<file path="config.mk">
export PLATFORM = sky130hd
export DESIGN_NAME = i2s_tx_flat
export DESIGN_NICKNAME = d
export VERILOG_FILES = /design/src/rtl/i2s_tx_if.sv /design/src/rtl/i2s_tx.sv /design/src/flat_wrapper.sv
export SDC_FILE = /design/constraint.sdc
export NUM_CORES = 1
export LEC_CHECK = 0
export ABC_AREA = 1
export CAP_MARGIN = 5
export CORE_MARGIN = 5
export CORE_UTILIZATION = 60
export CTS_CLUSTER_DIAMETER = 40
export CTS_CLUSTER_SIZE = 24
export DETAILED_ROUTE_END_ITERATION = 10
export DONT_BUFFER_PORTS = 1
export PLACE_DENSITY = 0.73
export SKIP_CTS_REPAIR_TIMING = 1
export SYNTH_ARGS = -nofsm -noshare
export SYNTH_HDL_FRONTEND = slang
export SYNTH_SLANG_ARGS = --single-unit
export TNS_END_PERCENT = 1
</file>
<file path="constraint.sdc">
create_clock -name clk -period 4 [get_ports clk]
set_input_delay 0.6 -clock clk [delete_from_list [all_inputs] [get_ports clk]]
set_output_delay 0.6 -clock clk [all_outputs]
set_load 0.005 [all_outputs]
</file>
<file path="src/rtl/i2s_tx_if.sv">
//------------------------------------------------------------------------------
// Module : i2s_tx_if
// Avalon-MM slave bus bundle used by the I2S transmitter register file.
// Rev    : 1.0  initial release
//------------------------------------------------------------------------------
`default_nettype none

interface i2s_tx_if;
   logic        chipselect;
   logic        read;
   logic        write;
   logic [1:0]  address;
   logic [31:0] writedata;
   logic [31:0] readdata;

   modport master (
      output chipselect, read, write, address, writedata,
      input  readdata
   );

   modport slave (
      input  chipselect, read, write, address, writedata,
      output readdata
   );
endinterface

`default_nettype wire

</file>
<file path="src/rtl/i2s_tx.sv">
//------------------------------------------------------------------------------
// Module : i2s_tx
// I2S master transmitter: 24-bit L/R pairs written over Avalon-MM are
// serialised in 64-SCK frames through a one-deep holding buffer.
// Rev    : 1.0  initial release
//------------------------------------------------------------------------------
`default_nettype none

module i2s_tx #(
   parameter int SCK_DIV = 8
) (
   input  wire logic  clk,
   input  wire logic  reset,
   i2s_tx_if.slave    bus,
   output logic       SCK,
   output logic       WS,
   output logic       SD
);

   localparam logic [1:0] c_ADDR_LEFT   = 2'd0;
   localparam logic [1:0] c_ADDR_RIGHT  = 2'd1;
   localparam logic [1:0] c_ADDR_STATUS = 2'd2;
   localparam logic [1:0] c_ADDR_CTRL   = 2'd3;
   localparam logic [7:0] c_SCK_TERM    = 8'(SCK_DIV - 1);

   logic [7:0]  r_sck_cnt;
   logic        r_sck;
   logic        r_ws;
   logic        r_sd;
   logic [5:0]  r_bit_cnt;
   logic        r_enable;
   logic        r_valid;
   logic        r_underrun;
   logic        r_overrun;
   logic [23:0] r_hold_l;
   logic [23:0] r_hold_r;
   logic [23:0] r_shift_l;
   logic [23:0] r_shift_r;
   logic [31:0] r_readdata;

   logic        w_wr;
   logic        w_rd;
   logic        w_wr_left;
   logic        w_wr_right;
   logic        w_wr_ctrl;
   logic        w_enable_nxt;
   logic        w_run;
   logic        w_tick;
   logic        w_fall;
   logic [5:0]  w_bit_nxt;
   logic [4:0]  w_slot;
   logic        w_load;
   logic        w_data_slot;
   logic        w_unused;

   assign w_wr         = bus.chipselect & bus.write;
   assign w_rd         = bus.chipselect & bus.read;
   assign w_wr_left    = w_wr && (bus.address == c_ADDR_LEFT);
   assign w_wr_right   = w_wr && (bus.address == c_ADDR_RIGHT);
   assign w_wr_ctrl    = w_wr && (bus.address == c_ADDR_CTRL);
   // A disabling CTRL write idles the serialiser on the same edge it lands.
   assign w_enable_nxt = w_wr_ctrl ? bus.writedata[0] : r_enable;
   assign w_run        = r_enable & w_enable_nxt;
   assign w_tick       = w_run && (r_sck_cnt == c_SCK_TERM);
   assign w_fall       = w_tick & r_sck;
   assign w_bit_nxt    = r_bit_cnt + 6'd1;
   assign w_slot       = w_bit_nxt[4:0];
   assign w_load       = w_fall && (w_bit_nxt == 6'd0);
   assign w_data_slot  = (w_slot >= 5'd1) && (w_slot <= 5'd24);
   assign w_unused     = ^bus.writedata[31:24];

   always_ff @(posedge clk or negedge reset) begin
      if (!reset) begin
         r_sck_cnt <= 8'd0;
         r_sck     <= 1'b0;
         r_ws      <= 1'b1;
         r_sd      <= 1'b0;
         r_bit_cnt <= 6'd63;
         r_shift_l <= 24'd0;
         r_shift_r <= 24'd0;
      end else if (!w_run) begin
         r_sck_cnt <= 8'd0;
         r_sck     <= 1'b0;
         r_ws      <= 1'b1;
         r_sd      <= 1'b0;
         r_bit_cnt <= 6'd63;
      end else begin
         if (w_tick) begin
            r_sck_cnt <= 8'd0;
            r_sck     <= ~r_sck;
         end else begin
            r_sck_cnt <= r_sck_cnt + 8'd1;
         end
         if (w_fall) begin
            r_bit_cnt <= w_bit_nxt;
            r_ws      <= w_bit_nxt[5];
            if (w_load) begin
               // Slot 0 is the one-bit I2S delay, so the load itself emits 0.
               r_sd      <= 1'b0;
               r_shift_l <= r_valid ? r_hold_l : 24'd0;
               r_shift_r <= r_valid ? r_hold_r : 24'd0;
            end else if (w_data_slot && w_bit_nxt[5]) begin
               r_sd      <= r_shift_r[23];
               r_shift_r <= {r_shift_r[22:0], 1'b0};
            end else if (w_data_slot) begin
               r_sd      <= r_shift_l[23];
               r_shift_l <= {r_shift_l[22:0], 1'b0};
            end else begin
               r_sd      <= 1'b0;
            end
         end
      end
   end

   always_ff @(posedge clk or negedge reset) begin
      if (!reset) begin
         r_enable   <= 1'b0;
         r_valid    <= 1'b0;
         r_underrun <= 1'b0;
         r_overrun  <= 1'b0;
         r_hold_l   <= 24'd0;
         r_hold_r   <= 24'd0;
      end else begin
         r_enable <= w_enable_nxt;
         if (w_wr_left) begin
            r_hold_l <= bus.writedata[23:0];
         end
         if (w_wr_right) begin
            r_hold_r <= bus.writedata[23:0];
         end
         // Later assignments win: a commit on the load edge refills the buffer.
         if (w_load) begin
            r_valid <= 1'b0;
         end
         if (w_wr_right) begin
            r_valid <= 1'b1;
         end
         if (w_wr_ctrl && bus.writedata[1]) begin
            r_underrun <= 1'b0;
         end
         if (w_load && !r_valid) begin
            r_underrun <= 1'b1;
         end
         if (w_wr_ctrl && bus.writedata[2]) begin
            r_overrun <= 1'b0;
         end
         if (w_wr_right && r_valid && !w_load) begin
            r_overrun <= 1'b1;
         end
      end
   end

   always_ff @(posedge clk or negedge reset) begin
      if (!reset) begin
         r_readdata <= 32'd0;
      end else if (w_rd) begin
         case (bus.address)
            c_ADDR_LEFT:   r_readdata <= {8'd0, r_hold_l};
            c_ADDR_RIGHT:  r_readdata <= {8'd0, r_hold_r};
            c_ADDR_STATUS: r_readdata <= {29'd0, r_overrun, r_underrun, ~r_valid};
            default:       r_readdata <= {31'd0, r_enable};
         endcase
      end
   end

   assign bus.readdata = r_readdata;
   assign SCK          = r_sck;
   assign WS           = r_ws;
   assign SD           = r_sd;

endmodule

`default_nettype wire

</file>
<file path="src/flat_wrapper.sv">
// flat-port wrapper written by rule: the top's interface ports become plain ports
module i2s_tx_flat 
#(
   parameter int SCK_DIV = 8
)
  (clk, reset, SCK, WS, SD, bus_chipselect, bus_read, bus_write, bus_address, bus_writedata, bus_readdata);
  i2s_tx_if bus_i ();
  input  wire logic clk;
  input  wire logic reset;
  output logic SCK;
  output logic WS;
  output logic SD;
  input wire logic [$bits(bus_i.chipselect)-1:0] bus_chipselect;
  input wire logic [$bits(bus_i.read)-1:0] bus_read;
  input wire logic [$bits(bus_i.write)-1:0] bus_write;
  input wire logic [$bits(bus_i.address)-1:0] bus_address;
  input wire logic [$bits(bus_i.writedata)-1:0] bus_writedata;
  output wire logic [$bits(bus_i.readdata)-1:0] bus_readdata;
  assign bus_i.chipselect = bus_chipselect;
  assign bus_i.read = bus_read;
  assign bus_i.write = bus_write;
  assign bus_i.address = bus_address;
  assign bus_i.writedata = bus_writedata;
  assign bus_readdata = bus_i.readdata;
  i2s_tx #(.SCK_DIV(SCK_DIV)) u_core (.clk(clk), .reset(reset), .bus(bus_i), .SCK(SCK), .WS(WS), .SD(SD));
endmodule
</file>
Word-level counts from Yosys, hierarchy flattened. Cells that the tools add are included.

Equal/unequal tests: 7. Bitwise gates (word level): 6. Mux-type cells: 28. $add $sub $neg: 2. Magnitude comparators: 2. Reduce and logical (&&, ||, !) cells: 23.

Operator list (number): $mux W24 (7); $pmux W24 S3 (1); $mux W1 (16); $mux W8 (2); $logic_and A1 B1 Y1 (12); $mux W6 (2); $reduce_bool A2 Y1 (5); $add A8 B1 Y8 const B (1); $eq A8 B3 Y1 const B (1); $add A6 B1 Y6 const B (1); $logic_not A6 Y1 (1); $ge A5 B1 Y1 const B (1); $le A5 B5 Y1 const B (1); $and A1 B1 Y1 (4); $eq A2 B2 Y1 const B (2); $ne A2 B2 Y1 const B (2); $reduce_and A4 Y1 (1); $reduce_and A3 Y1 (1); $eq A2 B1 Y1 const B (1); $logic_not A1 Y1 (2); $logic_not A2 Y1 (1); $ne A2 B1 Y1 const B (1); $not A1 Y1 (2).

Word-level logic and storage cells: 82. Output and inout port bits: 35. Input port bits: 39. Register bits: 149.

Longest topological paths before layout.
Word-level depth: 10. Mapped depth: 14. Gate-level depth less buffers: 12.

Worst setup path before layout. No wires, ideal clock.

Path kind: register -> register. Start point: register u_core.r_bit_cnt[0]. End point: register u_core.r_shift_l[10]. Path slack: 2019 ps. Data required time: 3935 ps. Arrival: 1916 ps. Period minus slack after synthesis: 1981 ps. Library setup time: 65 ps. Path buffers: 2. Stages on the path, launching flop included: 14. Path through: dfstp_2 -> buf_2 -> inv_1 -> ha_1 -> inv_1 -> nand2_1 -> nor2_1 -> nand3_1 -> nand3_1 -> nand2_1 -> nand2_2 -> buf_2 -> nand2_1 -> nand2_1.

Word-level cells in the longest chain between the ends: 6. Elaborated cells between the ends (all ways): 11. Those cells by class: add/sub: 1; order compare: 2; eq/ne: 1; mux: 1; reduce/logical: 6.

Ends and longest elaborated chain: start: declaration (line i2s_tx.sv:30) `logic [5:0] r_bit_cnt;`; start signal: assignment (line i2s_tx.sv:95) `r_bit_cnt <= w_bit_nxt;`; $add A6 B1 Y6 * (line i2s_tx.sv:66) `assign w_bit_nxt = r_bit_cnt + 6'd1;`; $ge A5 B1 Y1 or $le A5 B5 Y1 (tied branches) (line i2s_tx.sv:69) `assign w_data_slot = (w_slot >= 5'd1) && (w_slot <= 5'd24);`; $logic_and A1 B1 Y1 (line i2s_tx.sv:69); $logic_and A1 B1 Y1 (line i2s_tx.sv:102) `end else if (w_data_slot && w_bit_nxt[5]) begin`; $ne A2 B1 Y1 (no line); $reduce_and A4 Y1 (no line); end signal: assignment (line i2s_tx.sv:100) `r_shift_l <= r_valid ? r_hold_l : 24'd0;`; end signal: assignment (line i2s_tx.sv:107) `r_shift_l <= {r_shift_l[22:0], 1'b0};`; end: declaration (line i2s_tx.sv:37) `logic [23:0] r_shift_l;`.

Mark *: on every way between the ends. The rest lies on a longest branch, timed or not. A chain may end at the register's enable or synchronous reset.

Worst setup path after layout.
Start point: register u_core.r_sck_cnt[0]. End point: register u_core.r_shift_r[18].

Word-level cells in the longest chain between the ends: 6. Elaborated cells between the ends (all ways): 7. Those cells by class: eq/ne: 1; mux: 1; bitwise: 1; reduce/logical: 4.

Ends and longest elaborated chain: start: declaration (line i2s_tx.sv:26) `logic [7:0] r_sck_cnt;`; start signal: assignment (line i2s_tx.sv:92) `r_sck_cnt <= r_sck_cnt + 8'd1;`; $eq A8 B3 Y1 * (line i2s_tx.sv:64) `assign w_tick = w_run && (r_sck_cnt == c_SCK_TERM);`; $logic_and A1 B1 Y1 * (line i2s_tx.sv:64); $and A1 B1 Y1 * (line i2s_tx.sv:65) `assign w_fall = w_tick & r_sck;`; $logic_and A1 B1 Y1 (line i2s_tx.sv:68) `assign w_load = w_fall && (w_bit_nxt == 6'd0);`; $reduce_bool A2 Y1 (no line); $reduce_and A3 Y1 (no line); end signal: assignment (line i2s_tx.sv:101) `r_shift_r <= r_valid ? r_hold_r : 24'd0;`; end signal: assignment (line i2s_tx.sv:104) `r_shift_r <= {r_shift_r[22:0], 1'b0};`; end: declaration (line i2s_tx.sv:38) `logic [23:0] r_shift_r;`.

Marks and branches as above.

==> impl_metrics.toml <==
[status]
status = "completed"

[route]
vias_per_cell = 5.54
wl_per_cell_um = 15.6
num_vias = 5924
wirelength_um = 16700
drt_iter0_drc = 496
ant_nets = 0
dr.pass1.iters = 5
drc = 0

[cts]
cts_root_buffer = "clkbuf_16"
cts_tree = "yes"
cts.path.max_buffers = 2
htree_levels = 4
clock_latency_ps = 420
cts_buffers = 17
cts.sinks = 140
path_clk_slew_ps = 60

[synth]
synthCells = 939
syn_area_per_cell_um2 = 7.52
synth-seq-cells = 140
synth-seq-area-share_pct = 49.7
synth.cell_area_um2 = 7060
synth_warnings = 0
synth_cell_type_count = 32

[timing]
setup_violations = 0
slew-limit-headroom_pct = 32.3
post-route-period-util_pct = 73.2
hold_viol = 0
fmax_mhz = 342
drv_slew = 0
grt_setup_unrepaired = "false"
setup_ws_ps = 1070
skew_ps = 6.17
fin_crit_ps = 2930
setup_tns_ps = 0
worstMarginPinSlew_ps = 1010
hold_slack_ps = 22.2

[pwr]
peakVddDrop_mv = 0.423
p_total_mw = 3.76
p_leak_nw = 4.29
powerDensity_nw_per_um2 = 493

[worst_setup_path]
worstSetupPathType = "flop to flop"
crit_path_end_kind = "flop"
crit_fanout = 25
required_ps = 4350
startpoint_type = "flop"
cp.arrival_ps = 3280
r2r_setup_slack_ps = 1070

[cells_and_area]
mostFrequentLayoutCells = "nand2_1 (399), dfrtp_1 (134), inv_1 (92), o21ai_0 (57), nand4_1 (50)"
final_common_cell = "nand2_1"
drive_gt1_share_pct = 6.37
stdcell_area_um2 = 7610
area_growth_pct = 7.81
layout.nets = 956
diodes = 0

[floorplanning]
rows = 39
fp.dieH_um = 118
core_area_um2 = 11500
pin_count = 74
initial_utilization_pct = 61.6
die_w_um = 118
die-area_um2 = 14000

[global_routing]
grt_use_total_pct = 24.7
use_met3_pct = 8.07
grt_pass1_vias = 5678
grt_overflow = 0
met1_usage_pct = 35.5
met2_usage_pct = 36.3
grt_first_pass_wirelength_um = 28500
antenna_found_initial = 0
grt_max_degree = 141
busiest_layer = "met2"

[placed_design]
port_buffers = 0
gp_congestion = 0.817
dp_slack_ps = 1020
placedInstanceArea_um2 = 6980
dpl.hpwl_um = 10200

[flow_run]
cap_violations = 0

[min_path]
hold_class = "input port to async pin"
-- routing by layer --
layer  share of wire [%]  up-vias  wire length [µm]
met5                   0        -                 0
met4                0.95        0               158
met3                 8.2       17              1370
met2                  45      227              7540
met1                  46     2803              7600
li1                    -     2877                 -
-- final cells by class --
class,instances,area [µm²]
Multi-Input combinational cell,647,2870
Clock buffer,26,509
Inverter,96,360
Fill cell,940,3850
Clock inverter,6,82.6
Timing Repair Buffer,11,105
Tap cell,143,179
Sequential cell,140,3510
-- final timing paths --
kind | cells after the start | start | end
hold / removal | 0 | reset | u_core.r_bit_cnt[0]$_DFFE_PN1P_
setup / recovery | 9 | u_core.r_sck_cnt[0]$_DFF_PN0_ | u_core.r_shift_r[18]$_DFFE_PN0P_
max in group asynchronous | 1 | reset | u_core.r_hold_l[11]$_DFFE_PN0P_
hold reg to reg | 1 | u_core.r_sck_cnt[0]$_DFF_PN0_ | u_core.r_sck_cnt[0]$_DFF_PN0_
setup reg to reg | 9 | u_core.r_sck_cnt[0]$_DFF_PN0_ | u_core.r_shift_r[18]$_DFFE_PN0P_
min in group clk | 2 | bus_writedata[23] | u_core.r_hold_r[23]$_DFFE_PN0P_
-- Yosys cell counts --
library cell  number  area share [%]
inv_2              4            0.21
dfrtp_1          134              47
conb_1             1           0.053
o21ai_0           57             4.0
a22oi_1            1            0.11
xor2_1             2            0.25
a31oi_1            2            0.18
and3_1             2            0.18
nor2_4             2            0.32
dfstp_2            6             2.2
o2111ai_1          1            0.12
nand3_4            1            0.25
buf_6              4            0.64
nor2_2             1           0.089
nand3_1           19             1.3
o211ai_1           1            0.11
mux2_2             1            0.16
buf_4             15             1.6
nand2_1          399              21
nand4_1           50             4.4
nor2_1            38             2.0
nand3_2            1            0.14
clkbuf_1          22             1.2
buf_2             22             1.6
inv_1             92             4.9
nor3b_1            3            0.32
nor3_1             3            0.21
nand2_2            3            0.27
a21oi_1           45             3.2
a21oi_4            2            0.46
o21ai_1            1           0.071
ha_1               4            0.71
-- worst max-delay path, stage by stage, from the launching register on --
cell and delay, ps:
dfrtp_1 360, ha_1 190, nand3_1 80, nor2_1 200, nand3_2 130, nor2_4 530, nand3_4 410, a21oi_4 690
nand2_1 140, nand2_1 110
-- through the flow --
stage               util (%)  cells
finish                  66.4   1069
global route            66.4   1069
floorplan                  -    946
global placement        60.9   1035
CTS                     66.1   1067
detailed placement      60.9   1035
-- sequential cells by signal (all words and copies together), names as in the netlist, 6 cells and up --
| name | count |
|---|---|
| u_core.bus.readdata | 24 |
| u_core.r_hold_l | 24 |
| u_core.r_hold_r | 24 |
| u_core.r_shift_l | 24 |
| u_core.r_shift_r | 24 |
| u_core.r_sck_cnt | 8 |
| u_core.r_bit_cnt | 6 |
-- power by group --
group	internal, mW	switching, mW
registers	1.56	0.129
logic	0.142	0.349
clock network	0.998	0.579
-- logic make-up (layout without fill, tap and decap cells) --
group                      after synthesis  in the layout  share of synthesized area (%)
AOI/OAI and AO/OA                      110            110                           8.27
xor gates and xnor gates                 2              2                          0.248
adders and majority gates                4              4                          0.709
buffers and inverters                  159            139                           10.1
DFF                                    140            140                           49.7
muxes                                    1              1                          0.159
other                                    1              8                         0.0531
and+or+nand+nor                        522            522                           30.8
Power figures use the tool's default switching activity.
